**config.mk**
```make
export PLATFORM = sky130hd
export DESIGN_NAME = mdu_sequencer
export DESIGN_NICKNAME = d
export VERILOG_FILES = /design/src/rtl/mdu_pkg.sv /design/src/rtl/mdu_datapath.sv /design/src/rtl/mdu_sequencer.sv
export SDC_FILE = /design/constraint.sdc
export NUM_CORES = 2
export LEC_CHECK = 0
export CAP_MARGIN = 40
export CELL_PAD_IN_SITES_DETAIL_PLACEMENT = 1
export CELL_PAD_IN_SITES_GLOBAL_PLACEMENT = 2
export CORE_ASPECT_RATIO = 0.9
export CORE_MARGIN = 2
export CORE_UTILIZATION = 36
export DETAILED_ROUTE_END_ITERATION = 12
export PLACE_DENSITY_LB_ADDON = 0.1
export SYNTH_ARGS = -nofsm -noshare
export SYNTH_HDL_FRONTEND = slang
export SYNTH_SLANG_ARGS = --single-unit
```
**constraint.sdc**
```tcl
create_clock -name i_clk -period 5.26 [get_ports i_clk]
set_clock_uncertainty 0.1 [all_clocks]
set_input_delay 1.052 -clock i_clk [delete_from_list [all_inputs] [get_ports i_clk]]
set_output_delay 1.052 -clock i_clk [all_outputs]
set_load 0.01 [all_outputs]
```
**src/rtl/mdu_pkg.sv**
```systemverilog
// Shared types and constants for the iterative RV64M multiply/divide unit.
package mdu_pkg;

  localparam int MDU_XLEN = 64;

  typedef enum logic [2:0] {
    OP_MUL    = 3'd0,
    OP_MULH   = 3'd1,
    OP_MULHSU = 3'd2,
    OP_MULHU  = 3'd3,
    OP_DIV    = 3'd4,
    OP_DIVU   = 3'd5,
    OP_REM    = 3'd6,
    OP_REMU   = 3'd7
  } mdu_op_t;

  typedef enum logic [1:0] {
    S_IDLE = 2'd0,
    S_CALC = 2'd1,
    S_FIX  = 2'd2,
    S_DONE = 2'd3
  } mdu_state_t;

  // Most negative dividend; divided by -1 it overflows the signed quotient.
  localparam logic [MDU_XLEN-1:0] DIV_OVF_DIVIDEND = {1'b1, {(MDU_XLEN-1){1'b0}}};

endpackage

```
**src/rtl/mdu_datapath.sv**
```systemverilog
// Shift-add multiplier / restoring divider sharing one 2W register.
// Multiply keeps {accumulator, multiplier}; divide keeps {remainder, quotient}.
module mdu_datapath
  import mdu_pkg::*;
#(
  parameter int W = MDU_XLEN
) (
  input  logic           clk,
  input  logic           arst_n,
  input  logic           load,
  input  logic           step,
  input  logic           fix,
  input  mdu_op_t        op,
  input  logic [W-1:0]   src1,
  input  logic [W-1:0]   src2,
  output logic [2*W-1:0] fixed
);

  logic [2*W-1:0] prod_q, prod_d;
  logic [W-1:0]   mcand_q, mcand_d;
  logic           is_div_q, is_div_d;
  logic           neg_lo_q, neg_lo_d;
  logic           neg_hi_q, neg_hi_d;

  logic [W-1:0]   abs1, abs2, ld_a, ld_b;
  logic           ld_neg_lo, ld_neg_hi;
  logic [W:0]     mul_sum, div_tmp, div_diff;
  logic [2*W-1:0] mul_next, div_next;

  always_comb begin
    abs1      = src1[W-1] ? -src1 : src1;
    abs2      = src2[W-1] ? -src2 : src2;
    ld_a      = src1;
    ld_b      = src2;
    ld_neg_lo = 1'b0;
    ld_neg_hi = 1'b0;
    case (op)
      OP_MULH: begin
        ld_a      = abs1;
        ld_b      = abs2;
        ld_neg_lo = src1[W-1] ^ src2[W-1];
      end
      OP_MULHSU: begin
        ld_a      = abs1;
        ld_neg_lo = src1[W-1];
      end
      OP_DIV, OP_REM: begin
        ld_a      = abs1;
        ld_b      = abs2;
        ld_neg_lo = src1[W-1] ^ src2[W-1];
        ld_neg_hi = src1[W-1];
      end
      default: ;
    endcase
  end

  always_comb begin
    mul_sum  = {1'b0, prod_q[2*W-1:W]} + (prod_q[0] ? {1'b0, mcand_q} : '0);
    mul_next = {mul_sum, prod_q[W-1:1]};
    // Partial remainder is below the divisor, so shifting in one bit fits in W+1.
    div_tmp  = {prod_q[2*W-1:W], prod_q[W-1]};
    div_diff = div_tmp - {1'b0, mcand_q};
    div_next = div_diff[W] ? {div_tmp[W-1:0], prod_q[W-2:0], 1'b0}
                           : {div_diff[W-1:0], prod_q[W-2:0], 1'b1};
  end

  always_comb begin
    if (is_div_q)
      fixed = {(neg_hi_q ? -prod_q[2*W-1:W] : prod_q[2*W-1:W]),
               (neg_lo_q ? -prod_q[W-1:0]   : prod_q[W-1:0])};
    else
      fixed = neg_lo_q ? -prod_q : prod_q;
  end

  always_comb begin
    prod_d   = prod_q;
    mcand_d  = mcand_q;
    is_div_d = is_div_q;
    neg_lo_d = neg_lo_q;
    neg_hi_d = neg_hi_q;
    if (load) begin
      prod_d   = {{W{1'b0}}, ld_a};
      mcand_d  = ld_b;
      is_div_d = op[2];
      neg_lo_d = ld_neg_lo;
      neg_hi_d = ld_neg_hi;
    end else if (step) begin
      prod_d = is_div_q ? div_next : mul_next;
    end else if (fix) begin
      prod_d = fixed;
    end
  end

  always_ff @(posedge clk or negedge arst_n) begin
    if (!arst_n) begin
      prod_q   <= '0;
      mcand_q  <= '0;
      is_div_q <= 1'b0;
      neg_lo_q <= 1'b0;
      neg_hi_q <= 1'b0;
    end else begin
      prod_q   <= prod_d;
      mcand_q  <= mcand_d;
      is_div_q <= is_div_d;
      neg_lo_q <= neg_lo_d;
      neg_hi_q <= neg_hi_d;
    end
  end

endmodule

```
**src/rtl/mdu_sequencer.sv**
```systemverilog
// RV64M execute-stage sequencer: FSM, iteration counter and pipeline stall,
// driving mdu_datapath through load/step/fix strobes.
module mdu_sequencer
  import mdu_pkg::*;
#(
  parameter int DATA_WIDTH = MDU_XLEN,
  parameter int REG_ADDR_W = 5
) (
  input  logic                  i_clk,
  input  logic                  i_arst,
  input  logic                  i_start,
  input  logic [2:0]            i_op,
  input  logic [DATA_WIDTH-1:0] i_src1,
  input  logic [DATA_WIDTH-1:0] i_src2,
  input  logic [REG_ADDR_W-1:0] i_rd_addr,
  input  logic                  i_flush,
  output logic                  o_stall,
  output logic                  o_valid,
  output logic [DATA_WIDTH-1:0] o_result,
  output logic [REG_ADDR_W-1:0] o_rd_addr,
  output logic                  o_busy,
  output mdu_state_t            o_dbg_state
);

  localparam int W  = DATA_WIDTH;
  localparam int CW = $clog2(W + 1);

  mdu_state_t            state_q, state_d;
  logic [CW-1:0]         cnt_q, cnt_d;
  mdu_op_t               op_q, op_d;
  logic [REG_ADDR_W-1:0] rd_q, rd_d;
  logic                  valid_q, valid_d;
  logic [W-1:0]          result_q, result_d;
  logic [REG_ADDR_W-1:0] rd_out_q, rd_out_d;

  logic                  dp_load, dp_step, dp_fix;
  logic [2*W-1:0]        dp_fixed;
  logic                  div_zero, div_ovf, special;
  logic [W-1:0]          special_res, fix_res;

  mdu_datapath #(.W(W)) u_datapath (
    .clk    (i_clk),
    .arst_n (i_arst),
    .load   (dp_load),
    .step   (dp_step),
    .fix    (dp_fix),
    .op     (mdu_op_t'(i_op)),
    .src1   (i_src1),
    .src2   (i_src2),
    .fixed  (dp_fixed)
  );

  always_comb begin
    div_zero = i_op[2] && (i_src2 == '0);
    div_ovf  = i_op[2] && !i_op[0] && (i_src1 == DIV_OVF_DIVIDEND) && (i_src2 == '1);
    special  = div_zero || div_ovf;
    if (div_zero)
      special_res = i_op[1] ? i_src1 : '1;
    else
      special_res = i_op[1] ? '0 : i_src1;
  end

  // Low half holds the product low word or the quotient; high half the rest.
  always_comb begin
    case (op_q)
      OP_MUL, OP_DIV, OP_DIVU: fix_res = dp_fixed[W-1:0];
      default:                 fix_res = dp_fixed[2*W-1:W];
    endcase
  end

  always_comb begin
    state_d  = state_q;
    cnt_d    = cnt_q;
    op_d     = op_q;
    rd_d     = rd_q;
    valid_d  = 1'b0;
    result_d = result_q;
    rd_out_d = rd_out_q;
    dp_load  = 1'b0;
    dp_step  = 1'b0;
    dp_fix   = 1'b0;
    case (state_q)
      S_IDLE: begin
        if (i_start) begin
          op_d = mdu_op_t'(i_op);
          rd_d = i_rd_addr;
          if (special) begin
            state_d  = S_DONE;
            valid_d  = 1'b1;
            result_d = special_res;
            rd_out_d = i_rd_addr;
          end else begin
            dp_load = 1'b1;
            cnt_d   = CW'(W);
            state_d = S_CALC;
          end
        end
      end
      S_CALC: begin
        dp_step = 1'b1;
        cnt_d   = cnt_q - CW'(1);
        if (cnt_q == CW'(1)) state_d = S_FIX;
      end
      S_FIX: begin
        dp_fix   = 1'b1;
        state_d  = S_DONE;
        valid_d  = 1'b1;
        result_d = fix_res;
        rd_out_d = rd_q;
      end
      default: state_d = S_IDLE;
    endcase
    if (i_flush) begin
      state_d  = S_IDLE;
      cnt_d    = '0;
      op_d     = op_q;
      rd_d     = rd_q;
      valid_d  = 1'b0;
      result_d = result_q;
      rd_out_d = rd_out_q;
      dp_load  = 1'b0;
      dp_step  = 1'b0;
      dp_fix   = 1'b0;
    end
  end

  always_ff @(posedge i_clk or negedge i_arst) begin
    if (!i_arst) begin
      state_q  <= S_IDLE;
      cnt_q    <= '0;
      op_q     <= OP_MUL;
      rd_q     <= '0;
      valid_q  <= 1'b0;
      result_q <= '0;
      rd_out_q <= '0;
    end else begin
      state_q  <= state_d;
      cnt_q    <= cnt_d;
      op_q     <= op_d;
      rd_q     <= rd_d;
      valid_q  <= valid_d;
      result_q <= result_d;
      rd_out_q <= rd_out_d;
    end
  end

  // Handshake: i_start is held until the stage advances; o_stall holds the
  // pipeline until the single-cycle o_valid pulse, which the stage captures.
  assign o_stall     = i_start & ~valid_q & ~i_flush;
  assign o_valid     = valid_q;
  assign o_result    = result_q;
  assign o_rd_addr   = rd_out_q;
  assign o_busy      = (state_q != S_IDLE);
  assign o_dbg_state = state_q;

endmodule

```
=== Yosys cells after proc, flatten, opt, wreduce, memory -nomap -nowiden ===
Cells that the tools add are included.

* Register bits: 282
* Bits of input ports: 140

* Add/sub/neg operators: 8
* Equal/unequal tests: 16
* Mux-type cells: 47
* Bitwise logic cells: 5
* Reduce and logical (&&, ||, !) cells: 21

{| class="wikitable"
|+ Operator list
! kind !! count
|-
| 128-bit two-way mux || 7
|-
| 64-bit two-way mux || 13
|-
| 64-bit negator || 4
|-
| 64-bit equality test (second input constant) || 2
|-
| 128-bit negator || 1
|-
| 64-bit case mux with 2 select lines || 1
|-
| 64-bit by 65-bit adder with 65-bit output || 1
|-
| 65-bit by 64-bit subtractor with 65-bit output || 1
|-
| 64-bit logical NOT || 1
|-
| 7-bit two-way mux || 3
|-
| 7-bit case mux with 2 select lines || 1
|-
| 3-bit equality test (second input constant) || 4
|-
| 1-bit two-way mux || 12
|-
| 5-bit two-way mux || 2
|-
| 5-bit case mux with 2 select lines || 1
|-
| 3-bit inequality test (second input constant) || 3
|-
| 2-bit two-way mux || 4
|-
| 7-bit by 1-bit equality test with 1-bit output (second input constant) || 1
|-
| 7-bit by 1-bit subtractor with 7-bit output (second input constant) || 1
|-
| 2-bit case mux with 3 select lines || 1
|-
| 3-bit AND reduction || 2
|-
| 3-bit nonzero test || 2
|-
| 3-bit OR reduction || 2
|-
| 1-bit logical AND || 4
|-
| other kinds (18) || 23
|}

=== Longest topological paths before layout ===
* Depth in word-level cells: 10
* Gate-level depth with buffers: 19
* Depth with buffers taken out: 15

=== Hierarchy ===
From an unflattened synthesis, not the netlist that was laid out.

* Cells, all modules: 4,154
* Area total of the unflattened synthesis: 31,083.6 µm²

{| class="wikitable"
|+ By module, submodules not included
! module !! instances !! cells each !! area each (µm²) !! seq. area each (µm²)
|-
| mdu_datapath || 1 || 3,523 || 25,179.1 || 4,879.7
|-
| mdu_sequencer || 1 || 631 || 5,904.4 || 2,177.1
|}

=== Worst setup path after synthesis ===
OpenSTA, ideal clock, no wires.

* Path type: input -> register
* Start: input i_src1[21]
* End: register u_datapath.prod_q[42]
* Setup time: 0.121 ns
* Arrival: 4.050 ns
* Data required time: 5.039 ns
* Path slack: 0.989 ns
* Cell stages on the path: 11
* Cells stage by stage: or4_4 -> or4_4 -> nor4_4 -> nand4_1 -> o31a_1 -> nor2b_1 -> clkbuf_1 -> buf_2 -> nor2_2 -> nor2_1 -> o22a_1

* Word-level cells in the longest chain between the ends: 9
* Elaborated cells between the ends (all ways): 13

{| class="wikitable"
|+ Ends and longest elaborated chain
! element !! line !! RTL
|-
| from (decl) || mdu_sequencer.sv:13 || <nowiki>input logic [DATA_WIDTH-1:0] i_src1,</nowiki>
|-
| branches (longest 9 deep; another with 64-bit negator) || -- ||
|-
| to (signal assigned) || mdu_datapath.sv:102 || <nowiki>prod_q <= prod_d;</nowiki>
|-
| to (decl) || mdu_datapath.sv:19 || <nowiki>logic [2*W-1:0] prod_q, prod_d;</nowiki>
|}

Several ways; the timed one is not identified.
A chain may end at the register's enable or synchronous reset.

=== Worst setup path in the final report ===
* Start: register u_datapath.prod_q[32]
* End: register result_q[63] (netlist: o_result[63])

* Word-level cells in the longest chain between the ends: 5
* Elaborated cells between the ends (all ways): 7

{| class="wikitable"
|+ Ends and longest elaborated chain
! element !! line !! RTL
|-
| 128-bit negator / 64-bit negator (equally long branches) || mdu_datapath.sv:72, mdu_datapath.sv:70 ||
|-
| 128-bit two-way mux / 64-bit two-way mux (equally long branches) || mdu_datapath.sv:72, mdu_datapath.sv:70 ||
|-
| 128-bit two-way mux * || mdu_datapath.sv:68 || <nowiki>if (is_div_q)</nowiki>
|-
| 64-bit two-way mux * || mdu_sequencer.sv:65 || <nowiki>case (op_q)</nowiki>
|-
| 64-bit case mux with 2 select lines * || mdu_sequencer.sv:82 || <nowiki>case (state_q)</nowiki>
|-
| to (signal assigned) || mdu_sequencer.sv:142 || <nowiki>result_q <= result_d;</nowiki>
|-
| to (decl) || mdu_sequencer.sv:33 || <nowiki>logic [W-1:0] result_q, result_d;</nowiki>
|}

Mark *: on every way between the ends. The rest lies on a longest branch, timed or not.

==> run metrics <==
fin area roughly 36000 um^2; Yosys top cell area share 0.2297; DIE WIDTH 311.9 um; overall global routing resource usage 0.3365; clock transition at the registers of the reported paths 60 ps; CP cell instances or4_1 > or4_1 > or3_1 > or2_1 > nor3_2 > a21oi_1 > nor2_1 > o21ai_1 > xnor2_1 > o211ai_1 > a22o_1; HP Class reg -> reg; Post CTS Setup Buffer Count 0; clk_lat worst skew 610 ps; Int Power 0.01177 W; wire per inst 27.28 um; layout cell share with drive strength beyond 1 0.09120; static leakage roughly 15 nW; Max clock buf depth 3; Syn. warnings 0; Comb pwr share 0.715; slowest CP cell or4_1; Most Crowded Layer GR met2; Syn Nets 4492; grt met3 use 0.05121; Cell Pwr Density 724.7 nW/um^2; Worst slew margin 0.3799; Detailed Route WL 151.2 mm; delay-heaviest family, CP simple AND/OR/NAND/NOR gates; input/output buffers around 210; # nets final 4660; CP Capture Type flop; most used cell along the critical path or4_1; initial antenna violation count 5; global-route wire length before repair 223.8 mm; max-cap violations 0; Vias/cell 6.082; Die Area between 80000 and 90000 um^2; DR pass1 iterations 5; largest net degree at the start of global routing 108; CP required between 5000 and 6000 ps; Slew @ Worst Pin 921.9 ps; Yosys top cell by area dfrtp_1; Cell variety after synth 98; Detail Route Antenna Nets 0; RSZ-0062 raised after global routing false; largest cells by area after synthesis dfrtp_1, xnor2_1, o21ai_0; vias in the first global route about 33000; Clk pwr share 0.110; Seq/Total Area, Yosys 0.2297; cell total after placement 5471; crit path kind reg -> reg; CTS tree yes; Switch Pwr between 0.01 and 0.015 W; starting density of the core 0.3639; met2 usage 0.5158; CTS hold repair buffers 0; fin crit period 5039 ps; syn avg cell area 7.295 um^2; Post-synth top flop dfrtp_1; grt met1 use 0.4856; most frequent cells in the layout nand2_1, nor2_1, o21ai_0; Final setup viols 0; via count approximately 34000; # H-tree levels 2; commonest non-fill, non-tap cell in the layout nand2_1; status complete, no violations; Layout area overhead 18.53%; CP arrival 5480 ps; mapped cell area ~31000 um^2; non-filler cells, final 5542; Max Fclk 198.5 MHz; Post-synth EDFFs 0; critical-path maximum fanout 9; switching part of the total power 0.5540; Core Box Area 84420 um^2; final hold vios 0; Slew Limit Fails 0; grt ovf 0; period utilization 0.9580; IO Count 214; CTS resizes 0; setup_tns 0 ps; worst-case vdd ir drop 0.3379 mV; CTS Root Cell clkbuf_16; Seq pwr share 0.175; Slowest Stage Delay on Critical Path 620 ps; CTS sink count 282; GPL Wtd Cong 0.9704; Mapped Cells 4211; startpoint types flop; dpl hpwl 119.1 mm; Worst Path Buf+Inv 0; DR DRC count 0; DR iter-0 viols approximately 3000; Placed Instance Area 35050 um^2; FFs w/ async S/R, synth 1.000; Seq cells post-synth between 200 and 300; # rows 101; Die H 281.1 um; Inserted Clock Buffers 39
==> state kept, by name, summed over array words and instances (netlist names) <==
register             cells
op_q                     3
o_result                64
u_datapath.prod_q      128
u_datapath.neg_hi_q      1
o_rd_addr                5
u_datapath.is_div_q      1
rd_q                     5
u_datapath.mcand_q      64
o_valid                  1
u_datapath.neg_lo_q      1
cnt_q                    7
o_dbg_state              2
==> logic make-up after synthesis <==
kind of cell | Yosys count | synth area share
simple gates | 1428 | 0.2175
compound gates | 1363 | 0.2726
xor+xnor | 445 | 0.1269
buf+inv | 437 | 0.05641
flops | 282 | 0.2297
fa+ha+maj | 141 | 0.05792
mux | 115 | 0.03894
==> layer usage <==
metal / share of wire / vias to the layer above
met4: 0.030 / 4
met2: 0.43 / 1088
met5: 0.00015 / -
li1: - / 15482
met3: 0.067 / 201
met1: 0.47 / 16931
==> synthesized netlist by cell type, types with 63 or more instances <==
| cell | instances |
|---|---|
| xor2_1 | 209 |
| nand2_1 | 478 |
| nand3_1 | 70 |
| o211ai_1 | 81 |
| xnor2_1 | 236 |
| clkbuf_1 | 244 |
| nand4_1 | 63 |
| dfrtp_1 | 282 |
| mux2i_1 | 79 |
| a21oi_1 | 383 |
| o21ai_0 | 408 |
| inv_1 | 125 |
| nor2_1 | 439 |
| nor3_1 | 95 |
| a21o_1 | 68 |
| ha_1 | 139 |
==> power groups by stage <==
stage	clock network, W	registers (W)	logic (W)
after floorplan	0	0.00398	0.0119
after global placement	0	0.00460	0.0183
after detailed placement	0	0.00461	0.0185
after CTS	0.00297	0.00459	0.0186
after global routing	0.00305	0.00474	0.0203
final	0.00291	0.00462	0.0189
==> final cells by class <==
type / count / area [um^2]
antenna: 1 / 2.502
multi-input combinational: 3492 / 22010
clock buffer: 53 / 1140
timing repair buffer: 438 / 4091
clock inverter: 17 / 214.0
fill: 10432 / 48000
tap: 1133 / 1418
sequential: 282 / 7062
inverter: 126 / 473.0
==> stage by stage <==
step,hold WS [ps],utilization,setup WS [ps],total power (W)
after floorplan,349.8,-,989.0,0.01584
after global placement,365.1,0.4150,174.6,0.02295
after detailed placement,366.6,0.4152,70.75,0.02307
after CTS,380.1,0.4312,356.0,0.02616
after global routing,396.0,0.4313,14.87,0.02812
final,379.1,0.4313,221.1,0.02639
==> path summary, 6_finish.rpt <==
kind	depth (start not counted)	end	from	slack [ps]
max in group asynchronous	2	o_result[20]	i_arst	3590
min in group asynchronous	1	u_datapath.mcand_q[9]	i_arst	420
hold reg to reg	1	o_result[31]	o_result[31]	380
setup / recovery	11	o_result[63]	u_datapath.prod_q[32]	220
setup reg to reg	11	o_result[63]	u_datapath.prod_q[32]	220
hold / removal	1	o_result[31]	o_result[31]	380
(Power assumes the default switching activity.)
